`config.mk`:
```
export PLATFORM = sky130hd
export DESIGN_NAME = dmem_port_arbiter
export DESIGN_NICKNAME = d
export VERILOG_FILES = /design/src/rtl/dmem_pkg.sv /design/src/rtl/dmem_lane_steer.sv /design/src/rtl/dmem_port_arbiter.sv
export SDC_FILE = /design/constraint.sdc
export NUM_CORES = 1
export LEC_CHECK = 0
export ABC_AREA = 1
export CAP_MARGIN = 20
export CORE_ASPECT_RATIO = 1.75
export CORE_MARGIN = 5
export CORE_UTILIZATION = 35
export CTS_BUF_LIST = sky130_fd_sc_hd__clkbuf_8
export CTS_CLUSTER_SIZE = 28
export DETAILED_ROUTE_END_ITERATION = 6
export PLACE_DENSITY = 0.72
export SLEW_MARGIN = 0
export SYNTH_ARGS = -nofsm -noshare
export SYNTH_HDL_FRONTEND = slang
export SYNTH_HIERARCHICAL = 1
export SYNTH_SLANG_ARGS = --single-unit
```
`constraint.sdc`:
```
create_clock -name clk -period 5.1 [get_ports clk]
set_input_delay 0.765 -clock clk [delete_from_list [all_inputs] [get_ports clk]]
set_output_delay 0.765 -clock clk [all_outputs]
set_load 0.05 [all_outputs]
```
`src/rtl/dmem_pkg.sv`:
```
// -----------------------------------------------------------------------------
// dmem_pkg
// Shared definitions for the data-memory port arbiter: funct3 encodings for
// byte/half/word accesses, the arbiter state enum, the byte-lane count and a
// helper that tells whether a funct3 code is legal for a load or a store.
// -----------------------------------------------------------------------------
package dmem_pkg;

   localparam logic [2:0] F3_B  = 3'b000;
   localparam logic [2:0] F3_H  = 3'b001;
   localparam logic [2:0] F3_W  = 3'b010;
   localparam logic [2:0] F3_BU = 3'b100;
   localparam logic [2:0] F3_HU = 3'b101;

   localparam int NUM_LANES = 4;

   typedef enum logic [1:0] {
      IDLE  = 2'd0,
      ISSUE = 2'd1,
      RDATA = 2'd2,
      RESP  = 2'd3
   } state_e;

   // Stores only have signed-width encodings; unsigned variants are load-only.
   function automatic logic f3_legal(input logic is_store, input logic [2:0] f3);
      logic ok_v;
      ok_v = 1'b0;
      case (f3)
         F3_B, F3_H, F3_W: ok_v = 1'b1;
         F3_BU, F3_HU:     ok_v = ~is_store;
         default:          ok_v = 1'b0;
      endcase
      return ok_v;
   endfunction

endpackage

```
`src/rtl/dmem_lane_steer.sv`:
```
// -----------------------------------------------------------------------------
// dmem_lane_steer
// Purely combinational byte-lane steering for a 4-lane data memory.
//   funct3     in  3   access size / signedness
//   addr_lo    in  2   byte offset within the word
//   wdata      in  32  raw store data
//   mem_rdata  in  32  raw word read from memory
//   we_mask    out 4   byte-lane write enables for a store of this size
//   wdata_rep  out 32  store data replicated across the lanes
//   load_data  out 32  selected lane, sign/zero-extended
//   misalign   out 1   half/word access not naturally aligned
// -----------------------------------------------------------------------------
module dmem_lane_steer
   import dmem_pkg::*;
(
   input  logic [2:0]  funct3,
   input  logic [1:0]  addr_lo,
   input  logic [31:0] wdata,
   input  logic [31:0] mem_rdata,
   output logic [3:0]  we_mask,
   output logic [31:0] wdata_rep,
   output logic [31:0] load_data,
   output logic        misalign
);

   logic [31:0] shifted_s;
   logic [7:0]  byte_s;
   logic [15:0] half_s;

   // Bring the addressed byte down to lane 0; halfwords use addr bit 1 only.
   assign shifted_s = mem_rdata >> {addr_lo, 3'b000};
   assign byte_s    = shifted_s[7:0];
   assign half_s    = addr_lo[1] ? mem_rdata[31:16] : mem_rdata[15:0];

   // Decode size into lane mask, store replication, load extension and alignment.
   always_comb begin
      we_mask   = 4'b0000;
      wdata_rep = 32'h0000_0000;
      load_data = 32'h0000_0000;
      misalign  = 1'b0;
      case (funct3)
         F3_B: begin
            we_mask   = 4'b0001 << addr_lo;
            wdata_rep = {4{wdata[7:0]}};
            load_data = {{24{byte_s[7]}}, byte_s};
         end
         F3_H: begin
            we_mask   = 4'b0011 << {addr_lo[1], 1'b0};
            wdata_rep = {2{wdata[15:0]}};
            load_data = {{16{half_s[15]}}, half_s};
            misalign  = addr_lo[0];
         end
         F3_W: begin
            we_mask   = 4'b1111;
            wdata_rep = wdata;
            load_data = mem_rdata;
            misalign  = (addr_lo != 2'b00);
         end
         F3_BU: begin
            load_data = {24'h00_0000, byte_s};
         end
         F3_HU: begin
            load_data = {16'h0000, half_s};
            misalign  = addr_lo[0];
         end
         default: begin
            we_mask   = 4'b0000;
            wdata_rep = 32'h0000_0000;
            load_data = 32'h0000_0000;
            misalign  = 1'b0;
         end
      endcase
   end

endmodule

```
`src/rtl/dmem_port_arbiter.sv`:
```
// -----------------------------------------------------------------------------
// dmem_port_arbiter
// Shares a 4-bank byte-lane data memory between the load/store unit (port 0)
// and the auxiliary/debug loader (port 1). Round-robin arbitration, one
// transaction in flight, access checking done at accept time so a bad access
// never strobes the memory.
//   clk, reset   in        clock, synchronous active-high reset
//   req_valid    in  2     per-port request valid
//   req_ready    out 2     one-hot grant, only in IDLE
//   req_we       in  2     1 = store
//   req_addr     in  64    byte address, port i at [i*32 +: 32]
//   req_wdata    in  64    store data, port i at [i*32 +: 32]
//   req_funct3   in  6     funct3, port i at [i*3 +: 3]
//   rsp_valid    out 2     one-cycle response strobe per port
//   rsp_rdata    out 32    load result (0 for stores/errors)
//   rsp_err      out 1     access error
//   mem_addr     out DM_ADDRESS-2  word address
//   mem_we       out 4     byte-lane write enables
//   mem_wdata    out 32    lane-replicated store data
//   mem_re       out 1     read strobe
//   mem_rdata    in  32    read data, one cycle after mem_re
// -----------------------------------------------------------------------------
module dmem_port_arbiter
   import dmem_pkg::*;
#(
   parameter int DM_ADDRESS = 9,
   parameter int DATA_W     = 32
)(
   input  logic                  clk,
   input  logic                  reset,
   input  logic [1:0]            req_valid,
   output logic [1:0]            req_ready,
   input  logic [1:0]            req_we,
   input  logic [2*DATA_W-1:0]   req_addr,
   input  logic [2*DATA_W-1:0]   req_wdata,
   input  logic [5:0]            req_funct3,
   output logic [1:0]            rsp_valid,
   output logic [DATA_W-1:0]     rsp_rdata,
   output logic                  rsp_err,
   output logic [DM_ADDRESS-3:0] mem_addr,
   output logic [NUM_LANES-1:0]  mem_we,
   output logic [DATA_W-1:0]     mem_wdata,
   output logic                  mem_re,
   input  logic [DATA_W-1:0]     mem_rdata
);

   state_e                 state_r, next_state_s;
   logic                   rr_ptr_r;
   logic                   port_r;
   logic                   we_r;
   logic [1:0]             addr_lo_r;
   logic [2:0]             funct3_r;
   logic                   err_r;

   logic                   grant_valid_s;
   logic                   grant_s;
   logic                   sel_we_s;
   logic [DATA_W-1:0]      sel_addr_s;
   logic [DATA_W-1:0]      sel_wdata_s;
   logic [2:0]             sel_f3_s;
   logic                   acc_err_s;

   logic [2:0]             st_f3_s;
   logic [1:0]             st_addr_lo_s;
   logic [3:0]             st_we_mask_s;
   logic [DATA_W-1:0]      st_wdata_rep_s;
   logic [DATA_W-1:0]      st_load_s;
   logic                   st_misalign_s;

   logic [DM_ADDRESS-3:0]  mem_addr_r;
   logic [NUM_LANES-1:0]   mem_we_r;
   logic [DATA_W-1:0]      mem_wdata_r;
   logic                   mem_re_r;
   logic [1:0]             rsp_valid_r;
   logic [DATA_W-1:0]      rsp_rdata_r;
   logic                   rsp_err_r;

   // Arbitration: sole requester wins, ties go to the round-robin pointer.
   always_comb begin
      grant_valid_s = 1'b0;
      grant_s       = 1'b0;
      if ((state_r == IDLE) && !reset) begin
         case (req_valid)
            2'b01: begin grant_valid_s = 1'b1; grant_s = 1'b0;     end
            2'b10: begin grant_valid_s = 1'b1; grant_s = 1'b1;     end
            2'b11: begin grant_valid_s = 1'b1; grant_s = rr_ptr_r; end
            default: begin grant_valid_s = 1'b0; grant_s = 1'b0;   end
         endcase
      end else begin
         grant_valid_s = 1'b0;
         grant_s       = 1'b0;
      end
   end

   assign req_ready   = grant_valid_s ? (2'b01 << grant_s) : 2'b00;

   assign sel_we_s    = grant_s ? req_we[1]                 : req_we[0];
   assign sel_addr_s  = grant_s ? req_addr[2*DATA_W-1:DATA_W]  : req_addr[DATA_W-1:0];
   assign sel_wdata_s = grant_s ? req_wdata[2*DATA_W-1:DATA_W] : req_wdata[DATA_W-1:0];
   assign sel_f3_s    = grant_s ? req_funct3[5:3]           : req_funct3[2:0];

   // The single steering block sees the incoming request while idle (store
   // lanes, alignment) and the latched request otherwise (load extension).
   assign st_f3_s      = (state_r == IDLE) ? sel_f3_s        : funct3_r;
   assign st_addr_lo_s = (state_r == IDLE) ? sel_addr_s[1:0] : addr_lo_r;

   dmem_lane_steer u_steer (
      .funct3    (st_f3_s),
      .addr_lo   (st_addr_lo_s),
      .wdata     (sel_wdata_s),
      .mem_rdata (mem_rdata),
      .we_mask   (st_we_mask_s),
      .wdata_rep (st_wdata_rep_s),
      .load_data (st_load_s),
      .misalign  (st_misalign_s)
   );

   assign acc_err_s = (|sel_addr_s[DATA_W-1:DM_ADDRESS])
                    | ~f3_legal(sel_we_s, sel_f3_s)
                    | st_misalign_s;

   // Next-state decode.
   always_comb begin
      next_state_s = state_r;
      case (state_r)
         IDLE: begin
            if (grant_valid_s) next_state_s = ISSUE;
            else               next_state_s = IDLE;
         end
         ISSUE: begin
            if (!err_r && !we_r) next_state_s = RDATA;
            else                 next_state_s = RESP;
         end
         RDATA:   next_state_s = RESP;
         RESP:    next_state_s = IDLE;
         default: next_state_s = IDLE;
      endcase
   end

   // State, request latch and registered outputs. Memory strobes are loaded at
   // accept so they are live exactly during ISSUE; responses are loaded on the
   // edge into RESP so they are live exactly during RESP.
   always_ff @(posedge clk) begin
      if (reset) begin
         state_r     <= IDLE;
         rr_ptr_r    <= 1'b0;
         port_r      <= 1'b0;
         we_r        <= 1'b0;
         addr_lo_r   <= 2'b00;
         funct3_r    <= 3'b000;
         err_r       <= 1'b0;
         mem_addr_r  <= '0;
         mem_we_r    <= 4'b0000;
         mem_wdata_r <= '0;
         mem_re_r    <= 1'b0;
         rsp_valid_r <= 2'b00;
         rsp_rdata_r <= '0;
         rsp_err_r   <= 1'b0;
      end else begin
         state_r     <= next_state_s;
         mem_addr_r  <= '0;
         mem_we_r    <= 4'b0000;
         mem_wdata_r <= '0;
         mem_re_r    <= 1'b0;
         rsp_valid_r <= 2'b00;
         rsp_rdata_r <= '0;
         rsp_err_r   <= 1'b0;
         case (state_r)
            IDLE: begin
               if (grant_valid_s) begin
                  port_r     <= grant_s;
                  we_r       <= sel_we_s;
                  addr_lo_r  <= sel_addr_s[1:0];
                  funct3_r   <= sel_f3_s;
                  err_r      <= acc_err_s;
                  rr_ptr_r   <= ~grant_s;
                  mem_addr_r <= sel_addr_s[DM_ADDRESS-1:2];
                  if (!acc_err_s && sel_we_s) begin
                     mem_we_r    <= st_we_mask_s;
                     mem_wdata_r <= st_wdata_rep_s;
                  end else if (!acc_err_s) begin
                     mem_re_r    <= 1'b1;
                  end else begin
                     mem_re_r    <= 1'b0;
                  end
               end
            end
            ISSUE: begin
               if (next_state_s == RESP) begin
                  rsp_valid_r <= 2'b01 << port_r;
                  rsp_err_r   <= err_r;
               end
            end
            RDATA: begin
               rsp_valid_r <= 2'b01 << port_r;
               rsp_rdata_r <= st_load_s;
            end
            RESP: begin
               rsp_valid_r <= 2'b00;
            end
            default: begin
               rsp_valid_r <= 2'b00;
            end
         endcase
      end
   end

   assign mem_addr  = mem_addr_r;
   assign mem_we    = mem_we_r;
   assign mem_wdata = mem_wdata_r;
   assign mem_re    = mem_re_r;
   assign rsp_valid = rsp_valid_r;
   assign rsp_rdata = rsp_rdata_r;
   assign rsp_err   = rsp_err_r;

endmodule

```
==> results of run 1 <==
## final cells by class
cell class / instances / area (um^2)
diodes: 1 / 2.50
well taps: 177 / 221
clock inverters: 5 / 48.8
multi-input cells: 562 / 2440
inverters: 142 / 533
clock buffers: 9 / 124
flip-flops and latches: 90 / 1800
repair buffers: 258 / 2580
fillers: 1392 / 6160
## worst register-to-register path: cells and delay by family (launching register included)
family          cells  cell delay, ps
fa+ha+maj           1             230
simple gates        7            1430
buf+inv             4             650
compound gates      3             810
flops               1             320
## power by group
part / switching [mW] / total, mW / internal (mW)
combinational: 0.551 / 0.889 / 0.338
sequential: 0.0100 / 0.741 / 0.731
clock: 0.245 / 0.462 / 0.217
total: 0.806 / 2.09 / 1.29
## worst paths after layout
kind                                  from       endpoint  slack [ps]
worst max register to register  state_r[1]  mem_wdata[31]        1570
worst max-delay path                 reset  mem_wdata[31]        1360
worst min-delay path                port_r   rsp_valid[0]         420
worst min register to register      port_r   rsp_valid[0]         420
## state kept, by name (all words and copies together) (netlist names)
name	cells
addr_lo_r	2
rsp_err	1
state_r	2
rsp_valid	2
mem_wdata	32
mem_re	1
mem_we	4
mem_addr	7
we_r	1
err_r	1
port_r	1
rsp_rdata	32
rr_ptr_r	1
funct3_r	3
## placed cells by master, fill, tap and decap left out, types with 4 or more instances in the layout
| cell type | count |
|---|---|
| nor2_4 | 4 |
| nor2_1 | 138 |
| nand2_1 | 300 |
| buf_4 | 6 |
| o211ai_1 | 4 |
| dfxtp_1 | 90 |
| nand3_1 | 35 |
| nor2_2 | 10 |
| inv_1 | 138 |
| a21oi_1 | 6 |
| ha_1 | 4 |
| clkbuf_8 | 9 |
| o21ai_0 | 31 |
| and2_0 | 5 |
| nand4_1 | 6 |
| clkdlybuf4s50_1 | 251 |
## metal layers
| metal | part of all wire | wire length (um) | GRT usage |
|---|---|---|---|
| met1 | 0.37 | 6250 | 0.208 |
| met2 | 0.54 | 9170 | 0.380 |
| met3 | 0.060 | 1020 | 0.0387 |
| met4 | 0.029 | 484 | 0.0749 |
| met5 | 0 | 0 | 0 |
## cells by family (layout without fill, tap and decap cells)
group,after synthesis,count (layout),synth area share
compound gates,49,49,0.0563
buf+inv,173,414,0.142
flops,90,90,0.365
fa+ha+maj,4,4,0.0101
simple gates,507,507,0.423
other cells,0,1,0
mux,2,2,0.00406
## synth_stat cells, types with 2 or more instances
library cell / n
nor2_4: 4
and2_0: 5
a31oi_1: 2
clkbuf_1: 15
nand4_1: 6
nand3_1: 35
buf_6: 5
buf_2: 11
inv_2: 2
nor2_1: 138
o21ai_0: 32
o211ai_1: 4
nor2_2: 10
mux2i_1: 2
inv_1: 137
nand2_1: 300
a21oi_1: 6
dfxtp_1: 90
nor3_1: 2
ha_1: 4
o31ai_1: 2
clkinv_1: 3
nand2_4: 2
==> impl_summary.log, run 1 <==
[metrics] horizontal extent of the die: 99.8 um
[metrics] average wire per cell in the routed design: 13.6 um
[metrics] startpoint types: primary input
[metrics] HP Class: reg2reg
[metrics] number of port buffers: 252
[metrics] first-pass detailed-route iteration total: 4
[metrics] pin count of the biggest net entering global routing: 42
[metrics] max frequency: 0.267 GHz
[metrics] final worst slack: 1360 ps
[metrics] # resized after CTS: 0
[metrics] Site Rows: 57
[metrics] # nets final: 1,239
[metrics] Antenna Violating Nets Remaining: 0
[metrics] die height: 167 um
[metrics] number of setup violations in the final report: 0
[metrics] count of cell types in the netlist: 31
[metrics] global-route wire length before repair: 26,200 um
[metrics] Initial Util: 0.355
[metrics] Synth async-reset ratio: 0
[metrics] Rel. slew slack: 0.350
[metrics] unrepaired setup endpoints after global routing: false
[metrics] post-detailed-placement cell area: 7570 um^2
[metrics] vias after detailed routing: 5,510
[metrics] CP cell instances: clkdlybuf4s50_1 > nor2_4 > nand3_4 > nand2_1 > nand2_1 > o21ai_0 > inv_1 > nand3_1 > buf_4 > o22ai_1 > a21oi_4 > nand4_4 > nor2_1
[metrics] count of H-tree levels built during CTS: 3
[metrics] final design utilization: 0.557
[metrics] sort of element at the end of the critical path: flop
[metrics] proportion of layout cells with a drive suffix above 1: 0.0403
[metrics] post-layout instance count excluding filler cells: 1,244
[metrics] number of failing hold endpoints at the final stage: 0
[metrics] number of cells on the critical path: 13
[metrics] global route overflow: 0
[metrics] ratio of final minimum period to clock period: 0.734
[metrics] combined area of all synthesized cells: 4940 um^2
[metrics] reported leakage power: 3.66 nW
[metrics] run status: finished clean
[metrics] Largest delay share family, worst path: simple AND/OR/NAND/NOR gates
[metrics] power per cell area: 270 nW/um^2
[metrics] net count after synthesis: 1,001
[metrics] top_reg_cell synth: dfxtp_1
[metrics] EDFF count, synth: 0
[metrics] total chip power: 2.09 mW
[metrics] worst stage delay on the critical path: 530 ps
[metrics] final worst clock skew: 8.53 ps
[metrics] GRT Util Overall: 0.199
[metrics] worst path bufs/invs: 3
[metrics] final critical-path required period: 3740 ps
[metrics] most area-consuming cells after synthesis: dfxtp_1, nand2_1, nor2_1
[metrics] worst path arrival time: 4020 ps
[metrics] Worst VDD drop: 118 uV
[metrics] worst slack at placement: 980 ps
[metrics] total wire length: 16,900 um
[metrics] leading area contributor after synthesis: dfxtp_1
[metrics] most used cell, CP: nand2_1
[metrics] number of buffers added to fix hold violations after cts: 0
[metrics] post-route cell area: 7750 um^2
[metrics] hold slack final: 419 ps
[metrics] critical setup path kind: in2reg
[metrics] total setup buffers inserted after CTS: 0
[metrics] flop and latch count out of synthesis: 90
[metrics] clock buffer count from CTS: 9
[metrics] post-synthesis cell count: 825
[metrics] hpwl dp: 13,800 um
[metrics] synthesis-to-layout area growth: 56.9%
[metrics] insertion delay to the later sink of the worst-skew pair: 360 ps
[metrics] number of maximum-capacitance constraint violations: 0
[metrics] clock tree from TritonCTS: built
[metrics] mean area per synthesized cell: 5.98 um^2
[metrics] required time at the endpoint of the critical path: 5380 ps
[metrics] Final Slew Violations: 0
[metrics] slew at the pin with the worst max-slew slack: 972 ps
[metrics] total clock sinks: 90
[metrics] I/O pin count: 253
[metrics] last weighted congestion value of the routability-driven placer: 0.853
[metrics] antenna violations before repair: 1
[metrics] Yosys warnings: 6
[metrics] share of Yosys cell area claimed by the top area cell type: 0.365
[metrics] count of cells along the worst register-to-register path: 15
[metrics] Starting DRT DRC Count: 229
[metrics] total core area: 13,900 um^2
[metrics] number of vias per cell: 4.43
[metrics] CP max-delay cell: clkdlybuf4s50_1
[metrics] Hold Path Stages: 1
[metrics] Clk pin slew, worst setup/hold paths: 80 ps
[metrics] clock root cell: clkbuf_8
[metrics] area of the die: 16,700 um^2
[metrics] residual DRC count: 0
[metrics] via count of the first global-routing pass: 5,249
[metrics] worst-path maximum fanout: 36
[metrics] number of placed cells counting well taps: 1,229
[metrics] Max clock buf depth: 2
[metrics] sequential fraction of the synthesis area: 0.365
[metrics] total negative slack for setup checks: 0 ps
No activity file was read; power rests on OpenSTA's default activity.
==> run 2, diff against run 1 <==
- clock period: 5.1 -> 3.6 ns (I/O delays scaled with it)
==> run 2 against run 1 <==
- hold slack improved by 0.98 ps
- worst setup slack worse by 760 ps
- global-route usage rose by 0.12 points
- sequential share of layout area shrank 0.25 points
- via count barely moved
==> impl_summary.log, run 2 (same netlist as run 1, synthesis figures left out) <==
[metrics] Worst Min Path Start: port_r
[metrics] count of H-tree levels built during CTS: 3 (unchanged)
[metrics] antenna violations before repair: 0 (-1)
[metrics] GRT Util Overall: 0.200 (+0.00119)
[metrics] # resized after CTS: 0 (unchanged)
[metrics] required time at the endpoint of the critical path: 3060 ps (-2320 ps)
[metrics] vias after detailed routing: 5,511 (+0.018%)
[metrics] power per cell area: 384 nW/um^2 (+42%)
[metrics] number of cells on the critical path: 9 (-4)
[metrics] max frequency: 0.333 GHz
[metrics] clock buffer count from CTS: 9 (unchanged)
[metrics] insertion delay to the later sink of the worst-skew pair: 350 ps (about the same)
[metrics] run status: finished clean
[metrics] total clock sinks: 90 (unchanged)
[metrics] uppermost layer routed: met4
[metrics] reported leakage power: 3.71 nW (+1.3%)
[metrics] number of port buffers: 252 (unchanged)
[metrics] startpoint of the worst register-to-register path: state_r[0]
[metrics] HP Class: reg2reg
[metrics] worst path bufs/invs: 5 (+2)
[metrics] residual DRC count: 0 (unchanged)
[metrics] Rel. slew slack: 0.614 (+0.264)
[metrics] count of cells along the worst register-to-register path: 14 (-1)
[metrics] met1 routed wirelength after detailed routing: 6010 um (-3.7%)
[metrics] Initial Util: 0.355 (unchanged)
[metrics] post-layout instance count excluding filler cells: 1,253 (+0.72%)
[metrics] synthesis-to-layout area growth: 58.7%
[metrics] most frequent cells in the layout: nand2_1, clkdlybuf4s50_1, nor2_1
[metrics] CP max-delay cell: buf_4
[metrics] horizontal extent of the die: 99.8 um (unchanged)
[metrics] via count of the first global-routing pass: 5,305 (+1.1%)
[metrics] register-to-register setup slack: 610 ps (-960 ps)
[metrics] unrepaired setup endpoints after global routing: false
[metrics] capture point of the worst reg-to-reg path: mem_wdata[25]
[metrics] pin count of the biggest net entering global routing: 43 (+2.4%)
[metrics] Antenna Violating Nets Remaining: 0 (unchanged)
[metrics] diode insertion count for antenna repair: 0 (-1)
[metrics] die height: 167 um (unchanged)
[metrics] last weighted congestion value of the routability-driven placer: 0.883 (+3.5%)
[metrics] final worst slack: 601 ps (-756 ps)
[metrics] slew at the pin with the worst max-slew slack: 577 ps (-395 ps)
[metrics] post-route cell area: 7830 um^2 (+1.1%)
[metrics] Hold Path Stages: 1 (unchanged)
[metrics] ratio of final minimum period to clock period: 0.833
[metrics] number of buffers added to fix hold violations after cts: 0 (unchanged)
[metrics] Max clock buf depth: 2 (unchanged)
[metrics] Clk pin slew, worst setup/hold paths: 80 ps (about the same)
[metrics] sum of met2 wire segment lengths after detailed routing: 9080 um (-0.99%)
[metrics] endpoint of the worst hold path: rsp_valid[0]
[metrics] global-route wire length before repair: 26,400 um (+0.79%)
[metrics] global route overflow: 0 (unchanged)
[metrics] critical setup path kind: reg2out
[metrics] total negative slack for setup checks: 0 ps (unchanged)
[metrics] clock tree from TritonCTS: built
[metrics] worst slack at placement: 292 ps (-688 ps)
[metrics] final worst clock skew: 11.2 ps (+2.69 ps)
[metrics] sort of element at the end of the critical path: output port
[metrics] post-detailed-placement cell area: 7650 um^2 (+1.1%)
[metrics] worst-path maximum fanout: 42 (+17%)
[metrics] number of setup violations in the final report: 0 (unchanged)
[metrics] Starting DRT DRC Count: 217 (-5.2%)
[metrics] Largest delay share family, worst path: buffers and inverters
[metrics] CP cell instances: inv_1 > ha_1 > inv_2 > nor2_4 > nand3_4 > clkinv_1 > buf_4 > nor2_1 > buf_12
[metrics] commonest non-fill, non-tap cell in the layout: nand2_1
[metrics] Final Slew Violations: 0 (unchanged)
[metrics] total setup buffers inserted after CTS: 0 (unchanged)
[metrics] hpwl dp: 13,700 um (-0.41%)
[metrics] number of placed cells counting well taps: 1,240 (+0.90%)
[metrics] average wire per cell in the routed design: 13.5 um (-1.1%)
[metrics] final critical-path required period: 3000 ps
[metrics] clock root cell: clkbuf_8
[metrics] hold slack final: 420 ps (+0.982 ps)
[metrics] Site Rows: 57 (unchanged)
[metrics] first-pass detailed-route iteration total: 4 (unchanged)
[metrics] number of failing hold endpoints at the final stage: 0 (unchanged)
[metrics] I/O pin count: 253 (unchanged)
[metrics] startpoint types: flop
[metrics] number of vias per cell: 4.40 (-0.70%)
[metrics] total core area: 13,900 um^2 (unchanged)
[metrics] Worst VDD drop: 227 uV (+93%)
[metrics] worst stage delay on the critical path: 380 ps (-150 ps)
[metrics] # nets final: 1,250 (+0.89%)
[metrics] proportion of layout cells with a drive suffix above 1: 0.0511 (+0.0108)
[metrics] number of maximum-capacitance constraint violations: 0 (unchanged)
[metrics] area of the die: 16,700 um^2 (unchanged)
[metrics] total wire length: 16,900 um (-0.38%)
[metrics] worst path arrival time: 2460 ps (-1560 ps)
[metrics] met3 wire length: 1210 um (+18%)
[metrics] layout filler cell count: 1,386 (-0.43%)
-- run 2: how the worst max path moves through the flow --
| stage | start | to |
|---|---|---|
| floorplan | state_r[0] | mem_wdata[10] |
| global placement | reset | mem_wdata[29] |
| detailed placement | reset | mem_wdata[25] |
| CTS | state_r[0] | req_ready[0] |
| global route | state_r[1] | mem_wdata[2] |
| finish | state_r[0] | req_ready[0] |
-- run 2: metrics by stage --
step           total power, mW   util
2_1_floorplan             1.90      -
3_3_place_gp              2.36  0.550
3_5_place_dp              2.36  0.550
4_1_cts                   3.03  0.563
5_1_grt                   3.25  0.563
6_report                  3.01  0.563
-- run 2: per-layer routing --
| metal | vias up | GRT usage |
|---|---|---|
| met1 | 2354 | 0.205 |
| li1 | 2924 | - |
| met4 | 0 | 0.0803 |
| met2 | 204 | 0.381 |
| met3 | 29 | 0.0450 |
| met5 | - | 0 |
-- run 2: area by class of cell --
| type | instances | area [um^2] | area share |
|---|---|---|---|
| Timing Repair Buffer | 269 | 2660 | 0.339 |
| Multi-Input combinational cell | 562 | 2440 | 0.311 |
| Sequential cell | 90 | 1800 | 0.230 |
| Inverter | 142 | 533 | 0.0681 |
| Tap cell | 177 | 221 | 0.0283 |
| Clock buffer | 10 | 138 | 0.0176 |
| Clock inverter | 3 | 42.5 | 0.00543 |
-- run 2: report_power, final --
| part | switching, mW | leakage (nW) | internal, mW |
|---|---|---|---|
| clock network | 0.334 | 0.0901 | 0.327 |
| registers | 0.0146 | 0.729 | 1.04 |
| logic | 0.783 | 2.89 | 0.511 |
==> run 3, diff against run 2 <==
- PLACE_DENSITY: 0.72 -> 0.75
- clock period: 3.6 -> 2.5 ns (I/O delays scaled with it)
==> run 3 against run 2 <==
- wire length up 3.4%
- flip-flop and latch count unchanged
- die area unchanged
- final area up 4.9%
- via count up 3.8%
- register-to-register slack worse by 410 ps
- sequential share of layout area down 1.1 points
- clock skew up 1.5 ps
- clock-buffer cell count unchanged
- final cell count up 2.8%
- critical path type unchanged
- largest power group unchanged
==> impl_summary.log, run 3 (same netlist as run 1, synthesis figures left out) <==
[metrics] HP Class: reg2reg
[metrics] last weighted congestion value of the routability-driven placer: 0.874 (-0.95%)
[metrics] worst-path maximum fanout: 7 (-83%)
[metrics] # nets final: 1,282 (+2.6%)
[metrics] insertion delay to the later sink of the worst-skew pair: 360 ps (about the same)
[metrics] residual DRC count: 0 (unchanged)
[metrics] Initial Util: 0.355 (unchanged)
[metrics] count of H-tree levels built during CTS: 3 (unchanged)
[metrics] Critical Path Sink: req_ready[0]
[metrics] worst path arrival time: 1970 ps (-490 ps)
[metrics] proportion of layout cells with a drive suffix above 1: 0.0936 (+0.0425)
[metrics] horizontal extent of the die: 99.8 um (unchanged)
[metrics] startpoint of the worst register-to-register path: state_r[0]
[metrics] capture point of the worst reg-to-reg path: mem_wdata[28]
[metrics] Max clock buf depth: 2 (unchanged)
[metrics] max frequency: 0.426 GHz
[metrics] vias after detailed routing: 5,723 (+3.8%)
[metrics] Final Slew Violations: 0 (unchanged)
[metrics] number of port buffers: 252 (unchanged)
[metrics] global-route wire length before repair: 26,700 um (+1.0%)
[metrics] area of the die: 16,700 um^2 (unchanged)
[metrics] layout filler cell count: 1,355 (-2.2%)
[metrics] I/O pin count: 253 (unchanged)
[metrics] Sw Pwr: 1.75 mW (+54%)
[metrics] power per cell area: 553 nW/um^2 (+44%)
[metrics] number of vias per cell: 4.44 (+1.0%)
[metrics] total core area: 13,900 um^2 (unchanged)
[metrics] reported leakage power: 3.91 nW (+5.3%)
[metrics] hpwl dp: 14,000 um (+1.7%)
[metrics] diode insertion count for antenna repair: 0 (unchanged)
[metrics] required time at the endpoint of the critical path: 2120 ps (-940 ps)
[metrics] run status: finished clean
[metrics] Worst VDD drop: 263 uV (+16%)
[metrics] Hold Path Stages: 1 (unchanged)
[metrics] Flop pwr share: 0.333 (-0.016)
[metrics] Clk pin slew, worst setup/hold paths: 90 ps (about the same)
[metrics] total wire length: 17,400 um (+3.4%)
[metrics] relative contribution of combinational cells to total power: 0.469 (+0.039)
[metrics] ratio of final minimum period to clock period: 0.939
[metrics] most frequent cells in the layout: nand2_1, clkdlybuf4s50_1, inv_1
[metrics] final critical-path required period: 2350 ps
[metrics] sort of element at the end of the critical path: output port
[metrics] critical setup path kind: reg2out
[metrics] number of failing hold endpoints at the final stage: 0 (unchanged)
[metrics] pin count of the biggest net entering global routing: 42 (-2.3%)
[metrics] total clock sinks: 90 (unchanged)
[metrics] final worst clock skew: 12.7 ps (+1.46 ps)
[metrics] antenna violations before repair: 1 (+1)
[metrics] cell internal power dissipation: 2.80 mW (+49%)
[metrics] slew at the pin with the worst max-slew slack: 608 ps (+30.7 ps)
[metrics] Antenna Violating Nets Remaining: 0 (unchanged)
[metrics] register-to-register setup slack: 200 ps (-410 ps)
[metrics] Rel. slew slack: 0.594 (-0.0205)
[metrics] clock buffer count from CTS: 9 (unchanged)
[metrics] hold slack final: 442 ps (+21.3 ps)
[metrics] Site Rows: 57 (unchanged)
[metrics] clock tree from TritonCTS: built
[metrics] via count of the first global-routing pass: 5,619 (+5.9%)
[metrics] Worst setup startpoint: state_r[0]
[metrics] first-pass detailed-route iteration total: 5 (+1)
[metrics] count of cells along the worst register-to-register path: 14 (unchanged)
[metrics] global route overflow: 0 (unchanged)
[metrics] synthesis-to-layout area growth: 66.5%
[metrics] clock power share: 0.197 (-0.023)
[metrics] average wire per cell in the routed design: 13.5 um (+0.54%)
[metrics] clock root cell: clkbuf_8
[metrics] number of maximum-capacitance constraint violations: 0 (unchanged)
[metrics] GRT Util Overall: 0.202 (+0.00207)
[metrics] die height: 167 um (unchanged)
[metrics] number of setup violations in the final report: 0 (unchanged)
[metrics] commonest non-fill, non-tap cell in the layout: nand2_1
[metrics] net switching share of the total power: 0.384 (+0.00782)
[metrics] startpoint types: flop
[metrics] total negative slack for setup checks: 0 ps (unchanged)
[metrics] Starting DRT DRC Count: 170 (-22%)
## run 3: area by class of cell
type | count | area, um^2 | area share
timing repair buffer | 301 | 2960 | 0.361
multi-input combinational | 562 | 2520 | 0.307
sequential | 90 | 1800 | 0.219
inverter | 142 | 533 | 0.0649
tap | 177 | 221 | 0.0270
clock buffer | 10 | 138 | 0.0168
clock inverter | 6 | 36.3 | 0.00442
## run 3: worst max-delay path: stages (launching register included)
cell	delay [ps]
dfxtp_1	330
inv_2	100
ha_4	180
inv_2	50
nor2_4	110
buf_4	140
buf_4	110
inv_2	40
nor2_4	70
inv_1	110
nor2_2	200
buf_12	170
## run 3: repair_timing
item                       CTS  global route
pin swaps                    1             2
hold buffers                 0             0
cloned                       0             1
buffers inserted             0             5
resized for setup            2            22
setup endpoints to repair    7            71
## run 3: how the worst min path moves through the flow
stage	slack, ps	to	from
floorplan	390	rsp_valid[0]	port_r
detailed placement	440	rsp_valid[0]	port_r
global route	440	rsp_valid[0]	port_r
CTS	440	rsp_valid[0]	port_r
finish	440	rsp_valid[0]	port_r
global placement	400	rsp_valid[0]	port_r
## run 3: power groups by stage
stage	registers, mW	logic (mW)	clock network, mW
floorplan	1.66	1.11	0
global placement	1.55	2.02	0
detailed placement	1.55	2.03	0
CTS	1.51	2.05	0.926
global route	1.52	2.38	0.971
finish	1.51	2.13	0.896
## run 3: stage by stage
step                total power, mW  setup WS, ps  std cells  instance area [um^2]  utilization
floorplan                      2.76         -6.24        825                  4970            -
global placement               3.56          -155       1266                  7910        0.569
detailed placement             3.58          -224       1266                  7910        0.569
CTS                            4.49          5.19       1282                  8090        0.582
global route                   4.87         -16.5       1288                  8220        0.591
finish                         4.54           154       1288                  8220        0.591
## run 3: routing by layer
metal / vias up / routed length [um] / global-route usage
met5: - / 13 / 0
met4: 2 / 711 / 0.0868
met2: 234 / 9240 / 0.383
li1: 2992 / - / -
met1: 2460 / 6220 / 0.203
met3: 35 / 1240 / 0.0495
